==> src/rtl/addroundkey_pipe.sv <==
// AddRoundKey pipeline stage: local round-key store, XOR of each accepted
// state block with the key chosen by round number (forward/inverse order).
// Ports: clk, rst (async, active-low); key_we/key_addr/key_data write the
//   key store; in_valid/in_ready/in_state/in_round/in_inv form the input
//   handshake; out_valid/out_ready/out_state/out_round/out_err the output.
// Build option: define ADDROUNDKEY_SKID_EN for a 2-entry output buffer with
//   a registered in_ready; otherwise a 1-entry buffer is used.
module addroundkey_pipe #(
    parameter int NR = 10,
    parameter int RW = 4
) (
    input  logic          clk,
    input  logic          rst,
    input  logic          key_we,
    input  logic [RW-1:0] key_addr,
    input  logic [127:0]  key_data,
    input  logic          in_valid,
    output logic          in_ready,
    input  logic [127:0]  in_state,
    input  logic [RW-1:0] in_round,
    input  logic          in_inv,
    output logic          out_valid,
    input  logic          out_ready,
    output logic [127:0]  out_state,
    output logic [RW-1:0] out_round,
    output logic          out_err
);

    logic [127:0] keys [NR+1];

    logic [RW:0]  rnd_ext;
    logic [RW:0]  k_idx;
    logic         oor;
    logic [127:0] key_sel;
    logic [127:0] res_state;
    logic         push;
    logic         pop;

    // Index math is one bit wider than the round field so NR - round
    // cannot wrap for any in-range round.
    always_comb begin
        rnd_ext = {1'b0, in_round};
        oor     = rnd_ext > (RW+1)'(NR);
        k_idx   = in_inv ? (RW+1)'(NR) - rnd_ext : rnd_ext;
        key_sel = '0;
        for (int i = 0; i <= NR; i++) begin
            if (k_idx == (RW+1)'(i)) key_sel = keys[i];
        end
        res_state = oor ? in_state : (in_state ^ key_sel);
    end

    // The XOR above reads the current register contents, so a write to
    // the same index in the same cycle only affects later blocks.
    always_ff @(posedge clk or negedge rst) begin
        if (!rst) begin
            for (int i = 0; i <= NR; i++) keys[i] <= '0;
        end else if (key_we) begin
            for (int i = 0; i <= NR; i++) begin
                if (key_addr == RW'(i)) keys[i] <= key_data;
            end
        end
    end

    assign push = in_valid && in_ready;
    assign pop  = out_valid && out_ready;

`ifdef ADDROUNDKEY_SKID_EN

    logic [1:0]    cnt;
    logic [1:0]    cnt_nxt;
    logic          rdy_q;
    logic          ld_head;
    logic          ld_skid;
    logic          head_from_skid;
    logic [127:0]  sk_state;
    logic [RW-1:0] sk_round;
    logic          sk_err;

    // Head registers drive the outputs; the skid entry only fills when
    // the head is stalled, and pushes are impossible at cnt == 2.
    always_comb begin
        cnt_nxt        = cnt;
        ld_head        = 1'b0;
        ld_skid        = 1'b0;
        head_from_skid = 1'b0;
        case (cnt)
            2'd0: begin
                if (push) begin
                    ld_head = 1'b1;
                    cnt_nxt = 2'd1;
                end
            end
            2'd1: begin
                if (push && pop) begin
                    ld_head = 1'b1;
                end else if (push) begin
                    ld_skid = 1'b1;
                    cnt_nxt = 2'd2;
                end else if (pop) begin
                    cnt_nxt = 2'd0;
                end
            end
            2'd2: begin
                if (pop) begin
                    head_from_skid = 1'b1;
                    cnt_nxt        = 2'd1;
                end
            end
            default: cnt_nxt = cnt;
        endcase
    end

    always_ff @(posedge clk or negedge rst) begin
        if (!rst) begin
            cnt       <= 2'd0;
            rdy_q     <= 1'b1;
            out_state <= '0;
            out_round <= '0;
            out_err   <= 1'b0;
            sk_state  <= '0;
            sk_round  <= '0;
            sk_err    <= 1'b0;
        end else begin
            cnt   <= cnt_nxt;
            rdy_q <= cnt_nxt < 2'd2;
            if (ld_head) begin
                out_state <= res_state;
                out_round <= in_round;
                out_err   <= oor;
            end else if (head_from_skid) begin
                out_state <= sk_state;
                out_round <= sk_round;
                out_err   <= sk_err;
            end
            if (ld_skid) begin
                sk_state <= res_state;
                sk_round <= in_round;
                sk_err   <= oor;
            end
        end
    end

    assign out_valid = cnt != 2'd0;
    assign in_ready  = rdy_q;

`else

    // Single entry: a full buffer still accepts when it drains this cycle.
    assign in_ready = !out_valid || out_ready;

    always_ff @(posedge clk or negedge rst) begin
        if (!rst) begin
            out_valid <= 1'b0;
            out_state <= '0;
            out_round <= '0;
            out_err   <= 1'b0;
        end else if (push) begin
            out_valid <= 1'b1;
            out_state <= res_state;
            out_round <= in_round;
            out_err   <= oor;
        end else if (pop) begin
            out_valid <= 1'b0;
        end
    end

`endif

endmodule

==> config.mk <==
export PLATFORM = sky130hd
export DESIGN_NAME = addroundkey_pipe
export DESIGN_NICKNAME = d
export VERILOG_FILES = /design/src/rtl/addroundkey_pipe.sv
export SDC_FILE = /design/constraint.sdc
export NUM_CORES = 2
export LEC_CHECK = 0
export CORE_ASPECT_RATIO = 1.4
export CORE_MARGIN = 4
export CORE_UTILIZATION = 55
export CTS_CLUSTER_SIZE = 30
export DETAILED_ROUTE_END_ITERATION = 12
export PLACE_DENSITY = 0.74
export SYNTH_ARGS = -nofsm -noshare
export SYNTH_HDL_FRONTEND = slang
export SYNTH_SLANG_ARGS = --single-unit
==> constraint.sdc <==
create_clock -name clk -period 4.4 [get_ports clk]
set_input_delay 0.44 -clock clk [delete_from_list [all_inputs] [get_ports clk]]
set_output_delay 0.44 -clock clk [all_outputs]
set_load 0.02 [all_outputs]
==> impl_metrics.yaml <==
status:
  status: "completed"
route:
  route.detailed.drc: 0
  via_per_inst: 7.165
  drt-initial-drc-count: 6587
  vias: 61040
  drt-pass1-iter-count: 5
  drtAntennaViolNets: 0
  drt_wl_total_um: 251200
  wl_per_cell_um: 29.49
finish:
  syn_to_final_growth_pct: 14.64
  final_nets: 6856
  stdcell_area_mm2: 0.08783
  stdcell_count: 8518
  layout-drive-gt1-share_pct: 29.04
  multi_input_area_mm2: 0.03527
  seq_area_mm2: 0.03859
  num-fill-cells: 10360
  final_util_pct: 63.65
timing:
  period_minus_slack_ps: 3539
  setup_violations: 0
  finalMaxSlewViolations: 0
  final-hold-violation-count: 0
  fin_skew_ps: 28.76
  max_slew_margin_pct: 16.52
  fin_crit_sh_pct: 80.44
  tightest_slew_ps: 1248
  fmaxAchievable_ghz: 0.2825
  setup_tns_ps: 0
  rsz0062_at_grt: "false"
global_routing:
  grt_util_all_layers_pct: 33.91
  grt_max_degree: 175
  grt_first_pass_wirelength_um: 380000
  overflow: 0
  first_global_vias: 62190
  antenna_found_initial: 36
synth:
  async_flop_share_pct: 100.0
  ys_warn_count: 0
  synth_edf_count: 0
  ys_types: 75
  synth_most_common_cell: "dfrtp_1"
  ys_ff_latch: 1542
  netlist_top_cells_count: "1542 x dfrtp_1, 1409 x mux2_2, 610 x clkbuf_1"
  synthTopCellsByArea: "dfrtp_1 50%, mux2_2 21%, clkbuf_1 3.0%"
  syn-cell-area_mm2: 0.07661
  synth_top_area_share_pct: 50.37
  ys.flop_type: "dfrtp_1"
  syn_area_per_cell_um2: 11.61
  ys_seq_area_share_pct: 50.37
  synth_nets: 6872
  synthCells: 6599
  yosysTopAreaCell: "dfrtp_1"
clock_tree:
  root_buffer: "clkbuf_16"
  ctsHtreeMaxLevel: 4
  clk_pin_slew_worst_paths_ps: 60
  cts_buffers: 151
  cts.sinks: 1542
  cts_buffer_depth: 3
  cts_tree: "yes"
  post_cts_buffers: 0
  clk_latency_ps: 810
power:
  p_per_area_mw_per_mm2: 458.8
  vdd_drop_max_uv: 350.9
  power_mw: 40.30
  power_leakage_nw: 35.80
floorplanning:
  start_util_pct: 55.52
  dieArea_mm2: 0.1454
  die_w_um: 323.4
  core_area_mm2: 0.1380
  pin_count: 405
  row_count: 161
  die_h_um: 449.6
placement:
  gp_congestion: 0.8539
  place_inst: 8222
  hpwlAfterDp_um: 144400
  port_buffers: 404
  placed_cell_area_mm2: 0.08272
worst_setup_path:
  crit_required_ps: 5130
  crit_chain: "clkdlybuf4s50_1, ha_1, nand3b_1, a21oi_4, o21ai_4, buf_4, o32a_1, o2111ai_1, or4_1, nand3_1"
  critPathLaunchType: "input port"
  rr_worst_depth: 6
  slowest_delay_ps: 810
  criticalPathCategory: "input port to register"
  arrival_ps: 4270
  cp-end-kind: "register"
  path_max_fanout: 21
  timing.critical_path.slowest_stage_cell: "o21ai_4"
min_path:
  worstHoldPathType: "input port to async pin"
run:
  drv_cap: 0
state kept, by name (all words and copies together), names as in the netlist:
register / cells
out_valid: 1
keys: 1408
out_round: 4
out_state: 128
out_err: 1
worst paths after layout:
| check | startpoint | end | slack (ps) |
|---|---|---|---|
| worst min-delay path | rst | keys[370] | 210 |
| worst max-delay path | in_round[1] | out_state[46] | 860 |
| min in group clk | in_state[40] | out_state[40] | 310 |
| worst max register to register | out_valid | out_state[66] | 1750 |
| max in group asynchronous | rst | keys[86] | 2740 |
| worst min register to register | out_state[36] | out_state[36] | 480 |
cell families after synthesis:
kind of cell               after synthesis  share of synthesized area, %
AOI/OAI and AO/OA                     1819                         16.92
adders and majority gates                3                       0.04900
buffers and inverters                  783                         4.103
DFF                                   1542                         50.37
muxes                                 1414                         20.78
and+or+nand+nor                       1038                         7.776
cell usage in the layout, fill, tap and decap left out, drive strengths merged, types with 24 or more instances in the layout:
cell	count
or4	87
mux2	1409
nor4	41
a21oi	279
a22o	87
buf	195
a221oi	25
o211ai	213
clkdlybuf4s50	402
or3	105
and2	48
a211oi	112
o21a	24
a22oi	201
and3	27
a2bb2oi	115
nor2	35
inv	24
a31oi	40
nand2	282
o221ai	132
and4	99
or2	26
o21ai	288
dfrtp	1542
clkbuf	215
o211a	27
nand4	87
nand3	110
clkinv	30
diode	25
o22ai	92
o2111ai	102
nor3	49
critical path, delay by kind of cell:
family          cells  cell delay (ps)
compound gates      4             1470
simple gates        3              920
buf+inv             2              950
fa+ha+maj           1              440
area by class of cell:
| cell class | instances | area share [%] |
|---|---|---|
| clock buffer | 215 | 5.062 |
| tap | 1793 | 2.554 |
| inverter | 16 | 0.07408 |
| antenna | 25 | 0.07123 |
| clock inverter | 55 | 0.6724 |
| timing repair buffer | 598 | 7.476 |
| multi-input combinational | 4274 | 40.15 |
| sequential | 1542 | 43.94 |
stage by stage:
| step | hold WS [ps] | worst slack (ps) |
|---|---|---|
| final | 206.4 | 860.5 |
| after global routing | 264.3 | 842.4 |
| after CTS | 230.4 | 1006 |
| after detailed placement | 434.0 | 177.6 |
| after global placement | 426.9 | 144.6 |
| after floorplan | 144.4 | 1589 |
metal layers:
metal,wire (µm),vias up,share of wire (%),GRT usage [%]
met5,93,-,0.037,0
met4,12270,14,4.9,16.46
met3,26350,852,10,8.824
met2,116600,3606,46,53.01
met1,95890,31290,38,44.05
li1,-,25280,-,-
timing repair:
action / 4_1_cts / 5_1_grt
hold endpoints to repair: 72 / 0
gates resized for setup: 0 / 0
hold buffers: 1 / 0
power breakdown:
part | total, mW | switching (mW) | leakage (nW) | internal, mW
logic | 7.73 | 3.78 | 14.4 | 3.94
registers | 19.3 | 1.83 | 18.9 | 17.4
clock network | 13.3 | 5.73 | 2.48 | 7.58
Note: power is estimated with default switching activity, not from simulation.
